**config.mk**
```make
export PLATFORM = sky130hd
export DESIGN_NAME = rle_vli_coder_flat
export DESIGN_NICKNAME = d
export VERILOG_FILES = /design/src/rtl/rle_vli_coder_if.sv /design/src/rtl/rle_vli_coder.sv /design/src/flat_wrapper.sv
export SDC_FILE = /design/constraint.sdc
export NUM_CORES = 1
export LEC_CHECK = 0
export CORE_MARGIN = 2
export CORE_UTILIZATION = 50
export DETAILED_ROUTE_END_ITERATION = 8
export DONT_BUFFER_PORTS = 1
export PLACE_DENSITY = 0.72
export SYNTH_ARGS = -nofsm -noshare
export SYNTH_HDL_FRONTEND = slang
export SYNTH_SLANG_ARGS = --single-unit
```
**constraint.sdc**
```tcl
create_clock -name clk -period 9.5 [get_ports clk]
set_input_delay 1.425 -clock clk [delete_from_list [all_inputs] [get_ports clk]]
set_output_delay 1.425 -clock clk [all_outputs]
set_load 0.02 [all_outputs]
```
**src/rtl/rle_vli_coder_if.sv**
```systemverilog
// Stream bundle for rle_vli_coder: coefficient input handshake and symbol output handshake.
interface rle_vli_coder_if #(
  parameter int DATA_WIDTH = 11,
  parameter int NUM_CH     = 3
);
  localparam int CH_W   = (NUM_CH > 1) ? $clog2(NUM_CH) : 1;
  localparam int SIZE_W = $clog2(DATA_WIDTH + 1);

  logic                  in_valid;
  logic                  in_ready;
  logic [DATA_WIDTH-1:0] in_data;
  logic [CH_W-1:0]       in_ch;
  logic                  in_restart;

  logic                  out_valid;
  logic                  out_ready;
  logic [3:0]            out_run;
  logic [SIZE_W-1:0]     out_size;
  logic [DATA_WIDTH-1:0] out_vli;
  logic                  out_isdc;
  logic                  out_eob;
  logic                  out_last;
  logic [CH_W-1:0]       out_ch;

  modport master (
    output in_valid, in_data, in_ch, in_restart, out_ready,
    input  in_ready, out_valid, out_run, out_size, out_vli,
           out_isdc, out_eob, out_last, out_ch
  );

  modport slave (
    input  in_valid, in_data, in_ch, in_restart, out_ready,
    output in_ready, out_valid, out_run, out_size, out_vli,
           out_isdc, out_eob, out_last, out_ch
  );
endinterface

```
**src/rtl/rle_vli_coder.sv**
```systemverilog
// Run-length / VLI symbol generator between the zig-zag stream and the Huffman coder.
// Optional macro RLE_VLI_STATS_EN adds the stat_zrl_drop counter port.
module rle_vli_coder #(
  parameter int DATA_WIDTH = 11,
  parameter int NUM_CH     = 3,
  parameter int BLOCK_LEN  = 64,
  parameter int RUN_MAX    = 15
) (
  input  logic           clk,
  input  logic           rst,
  rle_vli_coder_if.slave bus
`ifdef RLE_VLI_STATS_EN
  ,
  output logic [15:0]    stat_zrl_drop
`endif
);

  localparam int CH_W    = (NUM_CH > 1) ? $clog2(NUM_CH) : 1;
  localparam int SIZE_W  = $clog2(DATA_WIDTH + 1);
  localparam int IDX_W   = $clog2(BLOCK_LEN);
  localparam int ZRL_MAX = (BLOCK_LEN - 2) / (RUN_MAX + 1);
  localparam int ZRL_W   = (ZRL_MAX > 0) ? $clog2(ZRL_MAX + 1) : 1;

  localparam logic [0:0] ST_ACCEPT = 1'b0;
  localparam logic [0:0] ST_FLUSH  = 1'b1;

  function automatic logic [SIZE_W-1:0] vli_size(input logic signed [DATA_WIDTH:0] v);
    logic [DATA_WIDTH:0] mag;
    logic [SIZE_W-1:0]   s;
    mag = v[DATA_WIDTH] ? (~$unsigned(v) + {{DATA_WIDTH{1'b0}}, 1'b1}) : $unsigned(v);
    s   = '0;
    for (int i = 0; i <= DATA_WIDTH; i++) begin
      if (mag[i]) begin
        s = SIZE_W'(i + 1);
      end else begin
        s = s;
      end
    end
    return s;
  endfunction

  // Negative amplitudes are sent as (v - 1) masked to size bits, i.e. one's complement.
  function automatic logic [DATA_WIDTH-1:0] vli_bits(input logic signed [DATA_WIDTH:0] v,
                                                     input logic [SIZE_W-1:0]         size);
    logic [DATA_WIDTH:0] raw;
    logic [DATA_WIDTH:0] mask;
    raw = v[DATA_WIDTH] ? ($unsigned(v) - {{DATA_WIDTH{1'b0}}, 1'b1}) : $unsigned(v);
    for (int i = 0; i <= DATA_WIDTH; i++) begin
      mask[i] = (SIZE_W'(i) < size);
    end
    return DATA_WIDTH'(raw & mask);
  endfunction

  logic [0:0]            state_r;
  logic [IDX_W-1:0]      idx_r;
  logic [3:0]            run_r;
  logic [ZRL_W-1:0]      zrl_r;
  logic [CH_W-1:0]       ch_r;
  logic [DATA_WIDTH-1:0] pred_r [NUM_CH];

  logic                  out_valid_r;
  logic [3:0]            out_run_r;
  logic [SIZE_W-1:0]     out_size_r;
  logic [DATA_WIDTH-1:0] out_vli_r;
  logic                  out_isdc_r;
  logic                  out_eob_r;
  logic                  out_last_r;
  logic [CH_W-1:0]       out_ch_r;

  logic [3:0]            hold_run_r;
  logic [SIZE_W-1:0]     hold_size_r;
  logic [DATA_WIDTH-1:0] hold_vli_r;
  logic                  hold_last_r;

  logic                         accept_s;
  logic                         fire_s;
  logic                         drain_s;
  logic                         is_dc_s;
  logic                         is_last_s;
  logic                         is_zero_s;
  logic [DATA_WIDTH-1:0]        pred_sel_s;
  logic signed [DATA_WIDTH:0]   coef_ext_s;
  logic signed [DATA_WIDTH:0]   pred_ext_s;
  logic signed [DATA_WIDTH:0]   dc_diff_s;
  logic signed [DATA_WIDTH:0]   sym_val_s;
  logic [SIZE_W-1:0]            sym_size_s;
  logic [DATA_WIDTH-1:0]        sym_vli_s;

  logic [0:0]            state_nx_s;
  logic [IDX_W-1:0]      idx_nx_s;
  logic [3:0]            run_nx_s;
  logic [ZRL_W-1:0]      zrl_nx_s;
  logic [CH_W-1:0]       ch_nx_s;
  logic                  load_s;
  logic                  hold_load_s;
  logic [3:0]            ld_run_s;
  logic [SIZE_W-1:0]     ld_size_s;
  logic [DATA_WIDTH-1:0] ld_vli_s;
  logic                  ld_isdc_s;
  logic                  ld_eob_s;
  logic                  ld_last_s;
  logic [CH_W-1:0]       ld_ch_s;

  assign accept_s  = (state_r == ST_ACCEPT) && (!out_valid_r || bus.out_ready);
  assign fire_s    = bus.in_valid && accept_s;
  assign drain_s   = out_valid_r && bus.out_ready;
  assign is_dc_s   = (idx_r == '0);
  assign is_last_s = (idx_r == IDX_W'(BLOCK_LEN - 1));
  assign is_zero_s = (bus.in_data == '0);

  // Predictor of the addressed channel; an out-of-range channel reads as zero.
  always_comb begin
    pred_sel_s = '0;
    for (int c = 0; c < NUM_CH; c++) begin
      if (bus.in_ch == CH_W'(c)) begin
        pred_sel_s = pred_r[c];
      end else begin
        pred_sel_s = pred_sel_s;
      end
    end
  end

  assign coef_ext_s = {bus.in_data[DATA_WIDTH-1], bus.in_data};
  assign pred_ext_s = {pred_sel_s[DATA_WIDTH-1], pred_sel_s};
  assign dc_diff_s  = coef_ext_s - (bus.in_restart ? '0 : pred_ext_s);
  assign sym_val_s  = is_dc_s ? dc_diff_s : coef_ext_s;
  assign sym_size_s = vli_size(sym_val_s);
  assign sym_vli_s  = vli_bits(sym_val_s, sym_size_s);

  // Next-state and output-load decode for both accepted beats and flush handshakes.
  always_comb begin
    state_nx_s  = state_r;
    idx_nx_s    = idx_r;
    run_nx_s    = run_r;
    zrl_nx_s    = zrl_r;
    ch_nx_s     = ch_r;
    load_s      = 1'b0;
    hold_load_s = 1'b0;
    ld_run_s    = 4'd0;
    ld_size_s   = '0;
    ld_vli_s    = '0;
    ld_isdc_s   = 1'b0;
    ld_eob_s    = 1'b0;
    ld_last_s   = 1'b0;
    ld_ch_s     = ch_r;
    if (fire_s) begin
      idx_nx_s = is_last_s ? '0 : idx_r + IDX_W'(1);
      if (is_dc_s) begin
        ch_nx_s   = bus.in_ch;
        ld_ch_s   = bus.in_ch;
        run_nx_s  = 4'd0;
        zrl_nx_s  = '0;
        load_s    = 1'b1;
        ld_size_s = sym_size_s;
        ld_vli_s  = sym_vli_s;
        ld_isdc_s = 1'b1;
      end else if (is_zero_s) begin
        if (is_last_s) begin
          run_nx_s  = 4'd0;
          zrl_nx_s  = '0;
          load_s    = 1'b1;
          ld_eob_s  = 1'b1;
          ld_last_s = 1'b1;
        end else if (run_r == 4'(RUN_MAX)) begin
          run_nx_s = 4'd0;
          zrl_nx_s = zrl_r + ZRL_W'(1);
        end else begin
          run_nx_s = run_r + 4'd1;
        end
      end else if (zrl_r != '0) begin
        state_nx_s  = ST_FLUSH;
        hold_load_s = 1'b1;
        run_nx_s    = 4'd0;
        load_s      = 1'b1;
        ld_run_s    = 4'(RUN_MAX);
      end else begin
        run_nx_s  = 4'd0;
        load_s    = 1'b1;
        ld_run_s  = run_r;
        ld_size_s = sym_size_s;
        ld_vli_s  = sym_vli_s;
        ld_last_s = is_last_s;
      end
    end else if ((state_r == ST_FLUSH) && drain_s) begin
      zrl_nx_s = zrl_r - ZRL_W'(1);
      load_s   = 1'b1;
      if (zrl_r == ZRL_W'(1)) begin
        state_nx_s = ST_ACCEPT;
        ld_run_s   = hold_run_r;
        ld_size_s  = hold_size_r;
        ld_vli_s   = hold_vli_r;
        ld_last_s  = hold_last_r;
      end else begin
        ld_run_s = 4'(RUN_MAX);
      end
    end else begin
      state_nx_s = state_r;
    end
  end

  // Block position, run tracking and flush control state.
  always_ff @(posedge clk or posedge rst) begin
    if (rst) begin
      state_r <= ST_ACCEPT;
      idx_r   <= '0;
      run_r   <= 4'd0;
      zrl_r   <= '0;
      ch_r    <= '0;
    end else begin
      state_r <= state_nx_s;
      idx_r   <= idx_nx_s;
      run_r   <= run_nx_s;
      zrl_r   <= zrl_nx_s;
      ch_r    <= ch_nx_s;
    end
  end

  // DC predictors: restart clears every channel, then the addressed one takes the new DC.
  always_ff @(posedge clk or posedge rst) begin
    if (rst) begin
      for (int c = 0; c < NUM_CH; c++) begin
        pred_r[c] <= '0;
      end
    end else if (fire_s && is_dc_s) begin
      for (int c = 0; c < NUM_CH; c++) begin
        if (bus.in_ch == CH_W'(c)) begin
          pred_r[c] <= bus.in_data;
        end else if (bus.in_restart) begin
          pred_r[c] <= '0;
        end else begin
          pred_r[c] <= pred_r[c];
        end
      end
    end
  end

  // Symbol parked while its preceding ZRLs drain.
  always_ff @(posedge clk or posedge rst) begin
    if (rst) begin
      hold_run_r  <= 4'd0;
      hold_size_r <= '0;
      hold_vli_r  <= '0;
      hold_last_r <= 1'b0;
    end else if (hold_load_s) begin
      hold_run_r  <= run_r;
      hold_size_r <= sym_size_s;
      hold_vli_r  <= sym_vli_s;
      hold_last_r <= is_last_s;
    end
  end

  // Single output register; fields only change on a load.
  always_ff @(posedge clk or posedge rst) begin
    if (rst) begin
      out_valid_r <= 1'b0;
      out_run_r   <= 4'd0;
      out_size_r  <= '0;
      out_vli_r   <= '0;
      out_isdc_r  <= 1'b0;
      out_eob_r   <= 1'b0;
      out_last_r  <= 1'b0;
      out_ch_r    <= '0;
    end else if (load_s) begin
      out_valid_r <= 1'b1;
      out_run_r   <= ld_run_s;
      out_size_r  <= ld_size_s;
      out_vli_r   <= ld_vli_s;
      out_isdc_r  <= ld_isdc_s;
      out_eob_r   <= ld_eob_s;
      out_last_r  <= ld_last_s;
      out_ch_r    <= ld_ch_s;
    end else if (drain_s) begin
      out_valid_r <= 1'b0;
    end
  end

  assign bus.in_ready  = accept_s && !rst;
  assign bus.out_valid = out_valid_r;
  assign bus.out_run   = out_run_r;
  assign bus.out_size  = out_size_r;
  assign bus.out_vli   = out_vli_r;
  assign bus.out_isdc  = out_isdc_r;
  assign bus.out_eob   = out_eob_r;
  assign bus.out_last  = out_last_r;
  assign bus.out_ch    = out_ch_r;

`ifdef RLE_VLI_STATS_EN
  logic [15:0] stat_r;
  logic [16:0] stat_sum_s;

  assign stat_sum_s = {1'b0, stat_r} + 17'(zrl_r);

  // Saturating tally of pending ZRLs thrown away when a block closes with EOB.
  always_ff @(posedge clk or posedge rst) begin
    if (rst) begin
      stat_r <= 16'd0;
    end else if (fire_s && !is_dc_s && is_zero_s && is_last_s) begin
      stat_r <= stat_sum_s[16] ? 16'hFFFF : stat_sum_s[15:0];
    end
  end

  assign stat_zrl_drop = stat_r;
`endif

endmodule

```
**src/flat_wrapper.sv**
```systemverilog
// flat-port wrapper written by rule: the top's interface ports become plain ports
module rle_vli_coder_flat 
#(
  parameter int DATA_WIDTH = 11,
  parameter int NUM_CH     = 3,
  parameter int BLOCK_LEN  = 64,
  parameter int RUN_MAX    = 15
)
  (clk, rst, bus_in_valid, bus_in_data, bus_in_ch, bus_in_restart, bus_out_ready, bus_in_ready, bus_out_valid, bus_out_run, bus_out_size, bus_out_vli, bus_out_isdc, bus_out_eob, bus_out_last, bus_out_ch);
  rle_vli_coder_if #(.DATA_WIDTH(DATA_WIDTH), .NUM_CH(NUM_CH)) bus_i ();
  input  logic clk;
  input  logic rst;
  input wire logic [$bits(bus_i.in_valid)-1:0] bus_in_valid;
  input wire logic [$bits(bus_i.in_data)-1:0] bus_in_data;
  input wire logic [$bits(bus_i.in_ch)-1:0] bus_in_ch;
  input wire logic [$bits(bus_i.in_restart)-1:0] bus_in_restart;
  input wire logic [$bits(bus_i.out_ready)-1:0] bus_out_ready;
  output wire logic [$bits(bus_i.in_ready)-1:0] bus_in_ready;
  output wire logic [$bits(bus_i.out_valid)-1:0] bus_out_valid;
  output wire logic [$bits(bus_i.out_run)-1:0] bus_out_run;
  output wire logic [$bits(bus_i.out_size)-1:0] bus_out_size;
  output wire logic [$bits(bus_i.out_vli)-1:0] bus_out_vli;
  output wire logic [$bits(bus_i.out_isdc)-1:0] bus_out_isdc;
  output wire logic [$bits(bus_i.out_eob)-1:0] bus_out_eob;
  output wire logic [$bits(bus_i.out_last)-1:0] bus_out_last;
  output wire logic [$bits(bus_i.out_ch)-1:0] bus_out_ch;
  assign bus_i.in_valid = bus_in_valid;
  assign bus_i.in_data = bus_in_data;
  assign bus_i.in_ch = bus_in_ch;
  assign bus_i.in_restart = bus_in_restart;
  assign bus_i.out_ready = bus_out_ready;
  assign bus_in_ready = bus_i.in_ready;
  assign bus_out_valid = bus_i.out_valid;
  assign bus_out_run = bus_i.out_run;
  assign bus_out_size = bus_i.out_size;
  assign bus_out_vli = bus_i.out_vli;
  assign bus_out_isdc = bus_i.out_isdc;
  assign bus_out_eob = bus_i.out_eob;
  assign bus_out_last = bus_i.out_last;
  assign bus_out_ch = bus_i.out_ch;
  rle_vli_coder #(.DATA_WIDTH(DATA_WIDTH), .NUM_CH(NUM_CH), .BLOCK_LEN(BLOCK_LEN), .RUN_MAX(RUN_MAX)) u_core (.clk(clk), .rst(rst), .bus(bus_i));
endmodule
```
==> results.py, run 1 <==
metrics = {
    "global_routing": {
        "first_global_vias": 5017,
        "grtUsageTotal_pct": 24.52,
        "grt_max_degree": 50,
        "gr-total-overflow": 0,
        "grt_pass1_wl_mm": 25.52,
        "antenna_found_initial": 0,
    },
    "timing": {
        "fin_crit_ns": 5.774,
        "setup_viol": 0,
        "hold_viol": 0,
        "fin_ws_ns": 3.726,
        "max_freq_mhz": 173.2,
        "final_max_slew_viol_count": 0,
        "relSlewSlack_pct": 12.13,
        "fin_setup_tns_ns": 0,
        "period_share_pct": 60.78,
        "rsz0062_at_grt": "no",
        "finalHoldWorstSlack_ns": 0.4733,
        "clock-skew-final_ns": 0.006553,
        "worst_slew_pin_slew_ns": 1.304,
    },
    "place": {
        "place_inst": 828,
        "post-dp-hpwl_mm": 11.32,
        "dpl_cell_area_um2": 6142,
        "io_buffers": 0,
        "pre_cts_ws_ns": 3.417,
        "place_congestion": 0.9001,
    },
    "routing": {
        "vias": 5255,
        "drtAntennaViolNets": 0,
        "vias_per_cell": 6.226,
        "routed_wl_mm": 15.48,
        "drc": 0,
        "wl_per_cell_um": 18.35,
        "firstDrtPassIters": 5,
        "drt_iter0_markers": 448,
    },
    "final_layout": {
        "fin_cells": 844,
        "diodes": 0,
        "nets": 728,
        "nFillCells": 1081,
        "seqCellArea_um2": 2327,
        "final_area_um2": 6444,
        "utilization_pct": 53.87,
        "drive_gt1_share_pct": 6.600,
        "multi_input_area_um2": 3517,
        "syn_to_final_growth_pct": 5.490,
    },
    "hold_path": {
        "holdPathStages": 2,
        "min_to": "u_core.hold_run_r[3]$_DFFE_PP0P_",
        "min_path_type": "flop to flop",
        "hold_path.startpoint": "u_core.hold_run_r[3]$_DFFE_PP0P_",
    },
    "cts": {
        "postCtsHoldBufs": 0,
        "clkTransAtPathRegs_ns": 0.07,
        "clockBufferDepth": 2,
        "clkLatencyLatePin_ns": 0.35,
        "cts_root_buffer": "clkbuf_16",
        "cts_tree": "done",
        "cts_setup_buffers": 0,
        "cts_buffers": 9,
        "cts_resized": 0,
        "cts_sinks": 93,
        "htree_levels": 3,
    },
    "synth": {
        "synth_edf_count": 0,
        "ys_async_sr_fraction_pct": 100.0,
        "ys_ff_latch": 93,
        "synth_top_area_share_pct": 38.10,
        "avgSynthCellArea_um2": 8.484,
        "synth_cells": 720,
        "ys_top_cells_by_count": "117 x nand2_1, 93 x dfrtp_1, 81 x o21ai_0",
        "synth_ff_type": "dfrtp_1",
        "synth_top_cells_by_area": "dfrtp_1 38%, nand2_1 7.2%, o21ai_0 6.6%",
        "yosysUniqueCellTypes": 79,
        "synth_seq_area_share_pct": 38.10,
        "yosysWarnings": 0,
        "yosysMostFrequentCell": "nand2_1",
        "syn_nets": 756,
        "synth_largest_area_cell": "dfrtp_1",
        "syn_area_um2": 6108,
    },
    "power": {
        "power_leakage_nw": 2.690,
        "power_density_nw_per_um2": 202.1,
        "total_power_mw": 1.302,
        "vdd_drop_max_mv": 0.08820,
    },
    "floorplanning": {
        "dieArea_um2": 13120,
        "fp-row-count": 40,
        "die_x_um": 114.5,
        "die_y_um": 114.5,
        "io_pins": 44,
        "core_um2": 11960,
        "start_util_pct": 51.07,
    },
    "worst_setup_path": {
        "cp.buffers_inverters": 0,
        "r2r_slack_ns": 4.84,
        "critPathRequiredTime_ns": 9.74,
        "crit_path_start_kind": "input port",
        "crit_top_cell": "a21oi_1",
        "reg2reg_depth": 16,
        "endpoint_kind": "flop",
        "reg2reg_to": "u_core.bus.out_vli[0]$_DFFE_PP0P_",
        "timing.critical_path.arrival_ns": 6.01,
        "startpoint": "bus_in_ch[1]",
        "crit_chain": "nor2b_1, a21oi_1, nor2_1, ha_1, fa_1, nor2b_4, o31a_2, xor2_1, o41a_1, nor3_1, nor4_1, o2bb2ai_1, a32oi_2, a21oi_1, o31a_1, a221o_1",
        "r2r_start": "u_core.pred_r[11]$_DFFE_PP0P_",
        "slowest_delay_ns": 0.63,
        "crit_type": "input port to flop",
        "path_max_fanout": 15,
        "critPathSlowestCell": "nor2b_1",
        "critPathTopFamily": "compound AO/OA/AOI/OAI gates",
    },
    "flow_run": {
        "cap_violations": 0,
    },
    "outcome": {
        "status": "complete, no violations",
    },
}
[how the worst max path moves through the flow]
stage	to	cells past startpoint
after floorplan	u_core.bus.out_vli[0]$_DFFE_PP0P_	19
after global placement	u_core.bus.out_vli[0]$_DFFE_PP0P_	16
after detailed placement	u_core.bus.out_vli[0]$_DFFE_PP0P_	16
after CTS	u_core.bus.out_vli[0]$_DFFE_PP0P_	16
after global routing	u_core.hold_vli_r[4]$_DFFE_PP0P_	15
final	u_core.bus.out_vli[0]$_DFFE_PP0P_	16
[layout by cell type, fill, tap and decap left out, types with 9 or more instances in the layout]
cell | netlist | final
a211oi_1 | 9 | 9
a21o_1 | 9 | 9
a21oi_1 | 33 | 33
a22o_1 | 13 | 13
a22oi_1 | 10 | 10
and3_1 | 11 | 11
clkbuf_16 | 0 | 9
dfrtp_1 | 93 | 93
ha_1 | 17 | 17
inv_1 | 22 | 21
mux2i_1 | 15 | 15
nand2_1 | 117 | 117
nand2b_1 | 18 | 18
nand3_1 | 19 | 19
nor2_1 | 51 | 51
nor3_1 | 9 | 9
o21ai_0 | 81 | 81
o31ai_1 | 9 | 9
xnor2_1 | 14 | 14
[cell families after synthesis]
family / share of synthesized area, %
adders and majority gates: 3.810
buffers and inverters: 4.424
AOI/OAI and AO/OA: 25.99
and+or+nand+nor: 21.47
DFF: 38.10
xor gates and xnor gates: 3.011
muxes: 3.195
[power breakdown]
group / leakage (nW) / switching, mW / total [mW] / internal, mW
clock network: 0.144 / 0.155 / 0.368 / 0.213
logic: 1.32 / 0.201 / 0.322 / 0.121
registers: 1.22 / 0.124 / 0.612 / 0.488
total: 2.69 / 0.480 / 1.30 / 0.822
[metal layers]
layer / GRT usage (%) / wire (µm) / vias to the layer above
li1: - / - / 2551
met1: 33.56 / 7333 / 2556
met2: 38.70 / 7046 / 126
met3: 5.982 / 879 / 22
met4: 7.073 / 224 / 0
met5: 0 / 0 / -
[flip-flops by register name, summed over array words and instances, names as in the netlist, 2 cells and up]
register	flops
u_core.hold_vli_r	11
u_core.bus.out_run	4
u_core.bus.out_vli	11
u_core.run_r	4
u_core.hold_run_r	4
u_core.idx_r	6
u_core.hold_size_r	4
u_core.zrl_r	2
u_core.ch_r	2
u_core.pred_r	33
u_core.bus.out_ch	2
u_core.bus.out_size	4
[cell type report]
cell class              instances  area share (%)
clock buffers                  12           3.825
clock inverters                 4          0.8544
repair buffers                  4          0.4660
multi-input cells             562           54.58
flip-flops and latches         93           36.12
well taps                     147           2.854
inverters                      22           1.301
[worst min-delay path, stage by stage (launching register included)]
cell and delay (ns):
dfrtp_1 0.34, nand2_1 0.04, o21ai_0 0.06
(Power assumes the default switching activity.)
==> run 2: changes to the inputs <==
clock period = 5.7 ns   (was 9.5 ns; I/O delays follow)
==> run 2 against run 1 <==
Effect of this change:
- first-iteration DRC count is 13% higher
- worst hold slack lost 0.0044 ns
- register-to-register slack got worse by 3.7 ns
- via count increased by 2.1%
- cell area grew 0.64%
- critical path depth increased by 1
- largest power group unchanged
- non-clock buffer count is 1 higher
- flip-flop and latch count is the same
- sequential power up 67%
- clock skew grew 0.0025 ns
- clock-buffer cell count decreased by 1
==> results.py, run 2 (synthesis results as in run 1) <==
metrics = {
    "flow_run": {
        "cap_violations": 0,
    },
    "final_layout": {
        "drive_gt1_share_pct": 7.020,
        "diodes": 0,
        "final_area_um2": 6485,
        "nets": 729,
        "layout_common_cells": "117 x nand2_1, 93 x dfrtp_1, 81 x o21ai_0",
        "top_register": "u_core.pred_r",
        "final_common_cell": "nand2_1",
        "nFillCells": 1095,
        "syn_to_final_growth_pct": 6.166,
        "largest_register_ffs": 33,
    },
    "worst_setup_path": {
        "reg2reg_to": "u_core.bus.out_vli[0]$_DFFE_PP0P_",
        "r2r_slack_ns": 1.16,
        "slowest_delay_ns": 0.50,
        "worst-path-stages": 17,
        "path_max_fanout": 15,
        "critPathRequiredTime_ns": 5.93,
        "crit_top_cell": "a21oi_1",
        "startpoint": "bus_in_ch[1]",
        "crit_path_start_kind": "input port",
        "timing.critical_path.arrival_ns": 5.00,
        "reg2reg_depth": 17,
        "critPathSlowestCell": "nor4_1",
        "cp.buffers_inverters": 1,
        "r2r_start": "u_core.pred_r[11]$_DFFE_PP0P_",
        "crit_type": "input port to flop",
        "endpoint_kind": "flop",
        "critPathTopFamily": "compound AO/OA/AOI/OAI gates",
        "crit_chain": "nor2b_1, buf_4, a21oi_1, nor2_1, ha_1, fa_1, nor2b_4, o31a_2, xor2_1, o41a_1, nor3_1, nor4_1, o2bb2ai_1, a32oi_2, a21oi_1, o31a_1, a221o_1",
    },
    "cts": {
        "cts_sinks": 93,
        "htree_levels": 3,
        "cts_resized": 0,
        "cts_tree": "done",
        "cts_buffers": 9,
        "postCtsHoldBufs": 0,
        "clkLatencyLatePin_ns": 0.34,
        "clkTransAtPathRegs_ns": 0.06,
        "cts_setup_buffers": 0,
        "cts_root_buffer": "clkbuf_16",
        "clockBufferDepth": 2,
    },
    "floorplanning": {
        "io_pins": 44,
        "die_x_um": 114.5,
        "die_y_um": 114.5,
        "fp-row-count": 40,
        "core_um2": 11960,
        "dieArea_um2": 13120,
        "start_util_pct": 51.07,
    },
    "timing": {
        "relSlewSlack_pct": 14.59,
        "hold_viol": 0,
        "final_max_slew_viol_count": 0,
        "fin_ws_ns": 0.9238,
        "period_share_pct": 83.79,
        "rsz0062_at_grt": "no",
        "clock-skew-final_ns": 0.009102,
        "setup_viol": 0,
        "max_freq_mhz": 209.4,
        "worst_slew_pin_slew_ns": 1.268,
        "fin_setup_tns_ns": 0,
        "fin_crit_ns": 4.776,
    },
    "routing": {
        "firstDrtPassIters": 5,
        "wl_per_cell_um": 18.62,
        "vias": 5366,
        "routed_wl_mm": 15.73,
        "drt_iter0_markers": 507,
        "drc": 0,
        "vias_per_cell": 6.350,
        "drtAntennaViolNets": 0,
    },
    "power": {
        "power_density_nw_per_um2": 342.7,
        "total_power_mw": 2.223,
        "p_sw_share_pct": 35.94,
        "power_leakage_nw": 2.706,
        "p_seq_share_pct": 45.8,
        "clkPwrFrac_pct": 29.6,
        "net-switching-power_mw": 0.7987,
        "internal_power_mw": 1.424,
        "combPwrFrac_pct": 24.6,
        "vdd_drop_max_mv": 0.1595,
    },
    "global_routing": {
        "grt_max_degree": 49,
        "grtUsageTotal_pct": 24.58,
        "antenna_found_initial": 1,
        "grt_pass1_wl_mm": 25.48,
        "gr-total-overflow": 0,
        "first_global_vias": 4972,
    },
    "hold_path": {
        "holdPathStages": 2,
        "min_to": "u_core.hold_run_r[3]$_DFFE_PP0P_",
        "min_path_type": "flop to flop",
        "hold_path.startpoint": "u_core.hold_run_r[3]$_DFFE_PP0P_",
    },
    "place": {
        "place_congestion": 0.9056,
        "dpl_cell_area_um2": 6150,
        "pre_cts_ws_ns": 0.6079,
        "post-dp-hpwl_mm": 11.43,
        "io_buffers": 0,
    },
    "outcome": {
        "status": "complete, no violations",
    },
}
[run 2: per-stage QoR]
stage / instances / hold WS (ns) / utilization (%)
finish: 845 / 0.4689 / 54.22
floorplan: 720 / 0.4413 / -
global placement: 829 / 0.4539 / 51.41
detailed placement: 829 / 0.4611 / 51.41
global route: 845 / 0.4908 / 54.22
CTS: 845 / 0.4748 / 54.22
[run 2: cell type report]
type / instances / area, µm² / area share, %
multi-input cells: 562 / 3517 / 54.23
flip-flops and latches: 93 / 2327 / 35.89
clock buffers: 11 / 252.7 / 3.897
well taps: 147 / 183.9 / 2.836
inverters: 22 / 83.83 / 1.293
clock inverters: 5 / 82.58 / 1.273
repair buffers: 5 / 37.54 / 0.5788
[run 2: layer usage]
metal | track usage, % | vias to the layer above | wire length, µm | part of all wire (%)
met5 | 0 | - | 0 | 0
met4 | 8.049 | 0 | 259 | 1.6
met3 | 6.935 | 22 | 1062 | 6.8
met2 | 37.51 | 144 | 7238 | 46
met1 | 33.73 | 2641 | 7171 | 46
li1 | - | 2559 | - | -
[run 2: power groups by stage]
stage	Clock, mW	Sequential, mW	Combinational (mW)
final	0.657	1.02	0.547
after detailed placement	0	1.03	0.540
after global placement	0	1.03	0.523
after global routing	0.697	1.04	0.618
after CTS	0.669	1.02	0.544
after floorplan	0	0.998	0.438
[run 2: worst max path at each step]
stage                                        end  slack, ns
4_1_cts        u_core.bus.out_vli[5]$_DFFE_PP0P_       0.97
3_3_place_gp   u_core.bus.out_vli[5]$_DFFE_PP0P_       0.62
5_1_grt        u_core.bus.out_vli[0]$_DFFE_PP0P_       0.54
2_1_floorplan  u_core.bus.out_vli[0]$_DFFE_PP0P_       0.47
6_report       u_core.bus.out_vli[0]$_DFFE_PP0P_       0.92
3_5_place_dp   u_core.bus.out_vli[0]$_DFFE_PP0P_       0.61
[run 2: worst register-to-register path, cell delays in order, from the launching register on]
cell and delay (ns):
dfrtp_1 0.38, mux2i_1 0.14, nor2_1 0.08, a21oi_1 0.13, nor2_1 0.06, ha_1 0.21
fa_1 0.44, nor2b_4 0.16, o31a_2 0.18, xor2_1 0.45, o41a_1 0.38, nor3_1 0.12
nor4_1 0.50, o2bb2ai_1 0.22, a32oi_2 0.30, a21oi_1 0.15, o31a_1 0.28, a221o_1 0.25
